[src/rtl/output_sr_unq1.sv]
// output_sr_unq1 -- 3-entry x 16-bit output shift register with 1- and
// 2-word writes and a single-word pop from the head.
//
// Ports:
//   clk       rising-edge clock for all state
//   reset     asynchronous, active-low reset (0 = in reset)
//   data_in   write data; lane 0 = [15:0], lane 1 = [31:16]
//   wen_w1    write one word (lane 0)
//   wen_w2    write two words (lane 0 then lane 1); wins over wen_w1
//   room_w1   space for at least one word (count <= 2)
//   room_w2   space for at least two words (count <= 1)
//   ren       pop the head word
//   valid     head word present (count != 0)
//   data_out  head word (entry 0, registered)
//   count     occupied entries, 0..3
//   ovf       sticky drop/underflow flag (only with OUTPUT_SR_OVF_EN)
//
// Build option: define OUTPUT_SR_OVF_EN to add the ovf port. Without it,
// dropped writes and ignored pops are silent.

module output_sr_unq1 (
  input  logic        clk,
  input  logic        reset,
  input  logic [31:0] data_in,
  input  logic        wen_w1,
  input  logic        wen_w2,
  output logic        room_w1,
  output logic        room_w2,
  input  logic        ren,
  output logic        valid,
  output logic [15:0] data_out,
  output logic [1:0]  count
`ifdef OUTPUT_SR_OVF_EN
  ,
  output logic        ovf
`endif
);

  logic [15:0] entry_q [3];
  logic [15:0] entry_d [3];
  logic [1:0]  count_q;
  logic [1:0]  count_d;
  logic [1:0]  base;
  logic [1:0]  wr_num;
  logic        pop_acc;
  logic        w1_acc;
  logic        w2_acc;

  // Flags come from the registered count only; a pop in the same cycle
  // does not create room for a write.
  assign room_w1  = (count_q <= 2'd2);
  assign room_w2  = (count_q <= 2'd1);
  assign valid    = (count_q != 2'd0);
  assign count    = count_q;
  assign data_out = entry_q[0];

  assign w2_acc  = wen_w2 && room_w2;
  assign w1_acc  = wen_w1 && !wen_w2 && room_w1;
  assign pop_acc = ren && valid;
  assign wr_num  = w2_acc ? 2'd2 : (w1_acc ? 2'd1 : 2'd0);
  // First free slot after the (optional) pop has shifted survivors forward.
  assign base    = count_q - {1'b0, pop_acc};
  assign count_d = count_q + wr_num - {1'b0, pop_acc};

  always_comb begin
    for (int i = 0; i < 3; i++) entry_d[i] = entry_q[i];
    // Only occupied entries shift, so data_out holds its last word once
    // the register drains.
    if (pop_acc) begin
      if (count_q >= 2'd2) entry_d[0] = entry_q[1];
      if (count_q == 2'd3) entry_d[1] = entry_q[2];
    end
    for (int i = 0; i < 3; i++) begin
      if ((w1_acc || w2_acc) && base == 2'(i)) entry_d[i] = data_in[15:0];
      if (w2_acc && (base + 2'd1) == 2'(i))    entry_d[i] = data_in[31:16];
    end
  end

  always_ff @(posedge clk or negedge reset) begin
    if (!reset) begin
      count_q <= 2'd0;
      for (int i = 0; i < 3; i++) entry_q[i] <= 16'h0000;
    end else begin
      count_q <= count_d;
      for (int i = 0; i < 3; i++) entry_q[i] <= entry_d[i];
    end
  end

`ifdef OUTPUT_SR_OVF_EN
  logic drop;

  // A wen_w1 alongside a dropped wen_w2 is ignored, and that counts as
  // part of the same drop event.
  assign drop = (wen_w2 && !room_w2) ||
                (wen_w1 && !wen_w2 && !room_w1) ||
                (ren && !valid);

  always_ff @(posedge clk or negedge reset) begin
    if (!reset) ovf <= 1'b0;
    else if (drop) ovf <= 1'b1;
  end
`endif

endmodule

[config.mk]
export PLATFORM = sky130hd
export DESIGN_NAME = output_sr_unq1
export DESIGN_NICKNAME = d
export VERILOG_FILES = /design/src/rtl/output_sr_unq1.sv
export SDC_FILE = /design/constraint.sdc
export NUM_CORES = 1
export LEC_CHECK = 0
export CAP_MARGIN = 15
export CORE_AREA = 2 2 77 79
export CTS_CLUSTER_SIZE = 24
export DETAILED_ROUTE_END_ITERATION = 6
export DIE_AREA = 0 0 79 81
export GPL_TIMING_DRIVEN = 0
export HOLD_SLACK_MARGIN = 0.08
export PLACE_DENSITY_LB_ADDON = 0.15
export SYNTH_ARGS = -nofsm -noshare
export SYNTH_HDL_FRONTEND = slang
export SYNTH_SLANG_ARGS = --single-unit
[constraint.sdc]
create_clock -name clk -period 2.7 [get_ports clk]
set_clock_uncertainty 0.2 [all_clocks]
set_input_delay 0.54 -clock clk [delete_from_list [all_inputs] [get_ports clk]]
set_output_delay 0.54 -clock clk [all_outputs]
set_load 0.005 [all_outputs]
# --- After elaboration in Yosys (flattened, before gate mapping) ---
# Cells that the tools add are included.
totals:
  latch_bits: 0
  word_cells: 49
  ramBits: 0
  in_bits: 37
  n_memories: 0
  output_inout_bits: 21
  regBits: 50
  romBits: 0
classes:
  n_shift: 0
  n_reduce_logical: 22
  n_bitwise: 0
  muxes: 11
  magnitude_cmp: 3
  add_sub_neg: 4
  eq_ne: 5
  n_div: 0
  n_mul: 0
op_table:
  columns: ["operator", "n"]
  rows:
  - ["$mux 16", 8]
  - ["$mux 32", 1]
  - ["$reduce_bool 3->1", 4]
  - ["$logic_and 1x1->1", 10]
  - ["$eq 2x2->1 const B", 3]
  - ["$eq 2x1->1 const B", 2]
  - ["$logic_not 2->1", 2]
  - ["$reduce_and 2->1", 2]
  - ["$reduce_bool 2->1", 2]
  - ["$sub 2x1->2", 2]
  - ["$add 2x1->2 const B", 1]
  - ["$add 2x2->2", 1]
  - ["$ge 2x2->1 const B", 1]
  - ["$le 2x1->1 const B", 1]
  - ["$le 2x2->1 const B", 1]
  - ["$mux 2", 1]
  - ["$logic_not 1->1", 1]
  - ["$logic_or 1x1->1", 1]
  - ["$mux 1", 1]

# --- Depth between registers and ports, before layout ---
# Gate-level depths: netlist of the first run.
logic_depth:
  depth_word: 8
  depth_mapped: 12

# --- Least setup slack after synthesis of the first run ---
# Ideal clock, no wire load.
synth_path:
  path_type: "register to register"
  start: "reg count_q[1], in the netlist count[1]"
  end: "reg entry_q[10] in the netlist's numbering"
  stages_incl_launch_ff: 13
  path_slack_ns: 0.155
  synth_period_minus_slack_ns: 2.545
  t_required_ns: 2.435
  t_arrival_ns: 2.280
  path_buffers: 5
  cell_sequence: "dfrtp_1 > buf_4 > inv_1 > nand2_1 > and2_1 > ha_1 > buf_2 > buf_2 > nor4b_1 > buf_2 > buf_4 > a22oi_1 > nand2_1"
synth_lines:
  columns: ["element", "line", "text"]
  rows:
  - ["start: declaration", "41", "logic [1:0] count_q;"]
  - ["start signal: assignment", "84", "count_q <= count_d;"]
  - ["$le 2x1->1 *", "52", "assign room_w2 = (count_q <= 2'd1);"]
  - ["named net room_w2", "28", "output logic room_w2,"]
  - ["$logic_and 1x1->1 *", "57", "assign w2_acc = wen_w2 && room_w2;"]
  - ["$logic_or 1x1->1", "74", "if ((w1_acc || w2_acc) && base == 2'(i)) entry_d[i] = data_in[15:0];"]
  - ["$logic_and 1x1->1", "74", null]
  - ["$reduce_bool 2->1 (no source line)", null, null]
  - ["end: declaration", "39", "logic [15:0] entry_q [3];"]
# Mark *: on every way through the listed nets, which the timed path passes. The rest lies on a longest branch.
# A chain may end at the register's enable or synchronous reset.

# --- Final worst setup path of the first run ---
layout_path:
  start: "reg count_q[1], in the netlist count[1]"
  end: "reg entry_q (netlist bit data_out[10])"
layout_via:
  elab_chain_cells: 8
layout_rtl:
  columns: ["element", "line", "text"]
  rows:
  - ["$reduce_bool 2->1", "53", "assign valid = (count_q != 2'd0);"]
  - ["$logic_and 1x1->1", "59", "assign pop_acc = ren && valid;"]
  - ["$sub 2x1->2", "62", "assign base = count_q - {1'b0, pop_acc};"]
  - ["$add 2x1->2", "75", "if (w2_acc && (base + 2'd1) == 2'(i)) entry_d[i] = data_in[31:16];"]
  - ["$logic_not 2->1", "75", null]
  - ["$logic_and 1x1->1", "75", null]
  - ["$reduce_bool 3->1 (no source line)", null, null]
  - ["$reduce_and 2->1 (no source line)", null, null]
# Parallel ways exist; a longest one is shown, timed or not.

==> results of run 1 <==
[path summary, 6_finish.rpt]
| check | startpoint | to | slack, ps |
|---|---|---|---|
| max | count[1] | data_out[10] | 150 |
| max reg2reg | count[1] | data_out[10] | 150 |
| min reg2reg | entry_q[4] | entry_q[4] | 290 |
| min in group asynchronous | reset | entry_q[12] | 470 |
| max in group asynchronous | reset | entry_q[22] | 1310 |
| min | entry_q[4] | entry_q[4] | 290 |
[where the power goes]
part	switching, mW	internal (mW)	leakage [nW]
Sequential	0.212	1.14	0.589
Combinational	1.15	1.39	0.930
Clock	0.253	0.278	0.0524
[layout make-up]
| type | instances | area, um2 |
|---|---|---|
| Tap cell | 75 | 93.8 |
| Inverter | 3 | 11.3 |
| Clock buffer | 7 | 76.3 |
| Timing Repair Buffer | 61 | 611 |
| Clock inverter | 1 | 30.0 |
| Fill cell | 501 | 2090 |
| Buffer | 39 | 264 |
| Multi-Input combinational cell | 173 | 1250 |
| Sequential cell | 50 | 1250 |
[sequential cells by signal (all words and copies together) (netlist names)]
signal and cells:
data_out 16, count 2, entry_q 32
[worst min-delay path, delay by kind of cell, from the launching register on]
| family | cells | cell delay, ps |
|---|---|---|
| DFF | 1 | 350 |
| and+or+nand+nor | 2 | 110 |
[cell families (layout without fill, tap and decap cells)]
family / after synthesis / count (layout) / share of synthesized area [%]
compound gates: 101 / 101 / 30.3
xor+xnor: 2 / 2 / 0.643
fa+ha+maj: 3 / 3 / 1.38
buf+inv: 43 / 111 / 9.87
flops: 50 / 50 / 45.9
mux: 3 / 3 / 1.10
simple gates: 64 / 64 / 10.8
[per-stage QoR]
stage               cells  worst slack [ps]  util, %  setup TNS (ps)
floorplan             266               155        -               0
global placement      398              -660     59.7          -44150
detailed placement    399              -427     60.0          -12310
CTS                   410              8.08     62.6               0
global route          409              44.7     63.2               0
finish                409               149     63.2               0
[cell usage after synthesis]
library cell	instances	area [um2]
buf_6	3	33.8
a21oi_1	18	90.1
and3_4	1	11.3
a22oi_1	14	105
and2_1	3	18.8
nor2_1	4	15.0
a21oi_2	1	8.76
dfrtp_1	50	1250
inv_1	3	11.3
or2_4	1	8.76
xnor2_1	1	8.76
nand3b_1	1	7.51
or2_1	1	6.26
xor2_1	1	8.76
and3b_1	1	8.76
nor3_1	1	5.00
mux2i_1	3	30.0
buf_2	14	70.1
and3_1	1	6.26
clkbuf_1	5	18.8
nor2b_1	1	6.26
a221oi_4	1	26.3
buf_4	18	135
and4bb_4	1	16.3
o22a_1	16	140
o21ai_1	3	15.0
a22o_1	32	280
nor4b_1	1	8.76
nand2_1	47	176
ha_1	3	37.5
a221o_1	16	160
[layer usage]
| metal | GRT usage (%) | vias up | share of wire (%) |
|---|---|---|---|
| met3 | 4.44 | 10 | 5.9 |
| met1 | 31.6 | 1180 | 44 |
| met4 | 7.93 | 0 | 1.6 |
| met5 | 0 | - | 0 |
| li1 | - | 1116 | - |
| met2 | 41.9 | 82 | 49 |
[timing repair]
action / in CTS / in global routing
setup endpoints to repair: 23 / 37
hold endpoints to repair: 14 / 0
buffers inserted: 2 / 0
resized for setup: 5 / 10
hold buffers: 1 / 0
==> metrics.cfg, run 1 <==
[timing]
drv_slew=0
timing.final.crit_share_pct=94.5
max-slew-margin-rel_pct=63.1
finalSetupViolations=0
rsz0062_at_grt=false
whs_ps=291
finalCriticalPeriod_ps=2550
fmax_mhz=392
finalHoldViolCount=0
tightest_slew_ps=554

[floorplan]
initial_core_util_pct=48.0
placementRows=28
die_w_um=79
pin_count=58
dieArea_mm2=0.00640
core_mm2=0.00568
die-height_um=81

[detailed_routing]
via_per_inst=5.84
drcViolationCount=0
vias=2388
drt-total-wl_mm=7.41
avgRoutedWirePerCell_um=18.1
first_pass_iters=4
ant_nets=0
drt_iter0_markers=194

[pwr]
vdd_drop_max_mv=0.798
p_total_mw=4.42
p_leak_nw=1.57
power.density_mw_per_mm2=1230

[cts]
cts_buffers=5
insertion_delay_ps=310
htree_levels=2
cts_tree=yes
root_buffer=clkbuf_8
cts.sinks=50
clockBufferDepth=2
path_clk_slew_ps=90

[yosys]
synth_nets=306
netlist_area_mm2=0.00273
yosys_warnings=0
syn_avg_cell_area_um2=10.2
synth.distinct_cells=31
seq_area_frac_synth_pct=45.9
ys_seq_elements=50
synth_cells=266

[critical_path]
crit_path_top_delay_cell=dfrtp_1
cp_max_fo=10
worstPathArrival_ps=2550
end_kind=flip-flop
path_buf_inv=4
required_ps=2700
cp-start-kind=flip-flop
worstPathCellList=buf_4 -> inv_1 -> nand2_1 -> and2_1 -> ha_4 -> and3b_1 -> buf_2 -> buf_6 -> a22o_1 -> a221o_1
crit_type=reg -> reg
crit_family=buffers and inverters
cp.depth=10
reg2reg_depth=10
slowest_delay_ps=380

[grt]
grt_pass1_wl_mm=11.9
grt_overflow_total=0
grt_max_degree=37
grt_pass1_vias=2396
antenna_found_initial=0
grt_usage_pct=24.5

[worst_hold_path]
hold_path_class=reg -> reg
hold_depth=2

[layout]
nets=373
final_common_cell=clkdlybuf4s50_1
insertedDiodeCount=0
design_area_mm2=0.00358
syn2layout_area_growth_pct=31.5
layout_common_cells=clkdlybuf4s50_1, dfrtp_1, nand2_1
drive_gt1_share_pct=16.8

[run_status]
outcome=finished clean

[place]
portBuffers=57
postPlaceCellArea_mm2=0.00341
routabilityCongestion=0.829
hpwlAfterDp_mm=5.01

[run]
maxCapViolCount=0

(Power assumes the default switching activity.)
==> run 2, diff against run 1 <==
--- a/config.mk
+++ b/config.mk
@@ -6,10 +6,10 @@
 export NUM_CORES = 1
 export LEC_CHECK = 0
 export CAP_MARGIN = 15
-export CORE_AREA = 2 2 77 79
+export CORE_AREA = 2 2 78 80
 export CTS_CLUSTER_SIZE = 24
 export DETAILED_ROUTE_END_ITERATION = 6
-export DIE_AREA = 0 0 79 81
+export DIE_AREA = 0 0 80 82
 export GPL_TIMING_DRIVEN = 0
 export HOLD_SLACK_MARGIN = 0.08
 export PLACE_DENSITY_LB_ADDON = 0.15
==> run 2 against run 1 <==
Hold slack worse by 4.5 ps. Combinational power is 3% higher. Clock power is 7.0% lower. Largest cell class is now multi-input gates. Largest power group unchanged. Highest routed layer unchanged.
==> metrics.cfg, run 2 (same netlist as run 1, synthesis figures left out) <==
[critical_path]
cp-start-kind=flip-flop
crit_type=reg -> reg
end_kind=flip-flop
worstPathArrival_ps=2600  ; +50 ps
critPathMostFrequentCell=buf_2
path_buf_inv=4  ; unchanged
critPathLaunch=count[1]
worstPathCellList=buf_4 -> inv_2 -> nand2_1 -> and2_1 -> ha_1 -> nor2_2 -> a22oi_1 -> or2_1 -> buf_2 -> buf_2 -> o22a_1
required_ps=2700  ; about the same
cp_max_fo=10  ; unchanged
slowest_delay_ps=390  ; about the same
crit_family=simple AND/OR/NAND/NOR gates
ff2ff_setup_slack_ps=100  ; -50 ps
r2r_start=count[1]
crit_path_top_delay_cell=dfrtp_1

[cts]
cts.sinks=50  ; unchanged
cts_buffers=5  ; unchanged
root_buffer=clkbuf_8
clockBufferDepth=2  ; unchanged
insertion_delay_ps=310  ; about the same
path_clk_slew_ps=90  ; about the same
htree_levels=2  ; unchanged
cts_tree=yes

[grt]
grt_overflow_total=0  ; unchanged
antenna_found_initial=0  ; unchanged
grt_pass1_vias=2308  ; -3.7%
grt_usage_pct=23.2  ; -1.3 points
grt_pass1_wl_mm=11.6  ; -2.6%
grt_max_degree=39  ; +5.4%

[run]
maxCapViolCount=0  ; unchanged

[layout]
layout_common_cells=clkdlybuf4s50_1, dfrtp_1, nand2_1
final_cells=413  ; +0.98%
insertedDiodeCount=0  ; unchanged
syn2layout_area_growth_pct=33.4
largest_reg_flops=32  ; unchanged
regArea_mm2=0.00125  ; unchanged
nFillCells=513  ; +2.4%
final_common_cell=clkdlybuf4s50_1
multiInputGateArea_mm2=0.00125  ; +0.40%
nets=377  ; +1.1%
largest_register=entry_q
drive_gt1_share_pct=18.6  ; +1.9 points

[timing]
rsz0062_at_grt=true
finalCriticalPeriod_ps=2600  ; +49.8 ps
fmax_mhz=385  ; -1.9%
whs_ps=287  ; -4.49 ps
drv_slew=0  ; unchanged
finalSetupViolations=0  ; unchanged
tightest_slew_ps=656  ; +102 ps
max-slew-margin-rel_pct=56.3  ; -6.8 points
timing.final.crit_share_pct=96.3  ; +1.8 points
finalHoldViolCount=0  ; unchanged

[detailed_routing]
avgRoutedWirePerCell_um=17.8  ; -1.9%
routed.top_layer=met4
drt-total-wl_mm=7.34  ; -0.90%
drt_iter0_markers=146  ; -25%
first_pass_iters=4  ; unchanged
wl_met3_um=461  ; +5.7%
ant_nets=0  ; unchanged
drt-met1-wl_mm=3.17  ; -2.0%
via_per_inst=5.78  ; -1.0%
drcViolationCount=0  ; unchanged
vias=2387  ; -0.042%
wl_met2_mm=3.65  ; +1.1%

[place]
portBuffers=57  ; unchanged
routabilityCongestion=0.828  ; about the same
place_inst=399  ; unchanged
hpwlAfterDp_mm=4.98  ; -0.67%

[pwr]
power.density_mw_per_mm2=1220  ; -0.66%
vdd_drop_max_mv=0.764  ; -4.2%
p_total_mw=4.45  ; +0.76%
p_leak_nw=1.60  ; +1.9%

[worst_hold_path]
hold_path_class=reg -> reg
hold_start=entry_q[10]

[floorplan]
pin_count=58  ; unchanged
die_w_um=80  ; +1.3%
core_mm2=0.00575  ; +1.2%
initial_core_util_pct=47.5  ; -0.59 points
dieArea_mm2=0.00656  ; +2.5%
die-height_um=82  ; +1.2%
placementRows=28  ; unchanged

[run_status]
outcome=finished clean

## run 2: cell count changes in the layout (fill, tap and decap cells not counted), moves of 2 or more
cell,change
buf_4,+2
buf_6,+4
clkbuf_1,-2
clkbuf_8,+2
## run 2: cell type report
type	instances	area share (%)
clock buffers	7	2.65
well taps	75	2.58
flip-flops and latches	50	34.4
inverters	3	0.310
repair buffers	64	17.4
multi-input cells	173	34.4
plain buffers	40	7.95
clock inverters	1	0.241
## run 2: metrics by stage
step | setup WS, ps | setup TNS, ps | instance area [um2] | utilization [%]
3_5_place_dp | -404 | -11570 | 3410 | 59.3
5_1_grt | -14.4 | -16.9 | 3640 | 63.3
4_1_cts | 13.8 | 0 | 3540 | 61.6
3_3_place_gp | -666 | -44730 | 3390 | 59.0
6_report | 99.5 | 0 | 3640 | 63.3
2_1_floorplan | 155 | 0 | 2730 | -
## run 2: final timing paths
kind / to / depth (start not counted)
max in group asynchronous: entry_q[15] / 3
max reg2reg: entry_q[30] / 11
max: entry_q[30] / 11
min reg2reg: entry_q[10] / 2
min in group asynchronous: entry_q[25] / 2
min: entry_q[10] / 2
## run 2: metal layers
metal	global-route usage, %	vias to the layer above
li1	-	1117
met1	30.6	1181
met2	39.5	80
met3	4.18	9
met4	5.93	0
met5	0	-
## run 2: tightest hold or removal path, cell delays in order (launching register included)
cell and delay [ps]:
dfrtp_1 350, nand2_1 50, nand2_1 60
## run 2: report_power, final
part / total [mW] / switching [mW] / internal [mW] / leakage [nW]
clock: 0.494 / 0.258 / 0.235 / 0.0544
sequential: 1.35 / 0.215 / 1.14 / 0.589
combinational: 2.61 / 1.17 / 1.43 / 0.958
## run 2: repair_timing
item | 4_1_cts | 5_1_grt
pin swaps | 0 | 1
resized for setup | 5 | 20
endpoints found under the setup margin | 18 | 35
hold endpoints to repair | 12 | 0
setup buffers | 0 | 5
hold buffers | 1 | 0
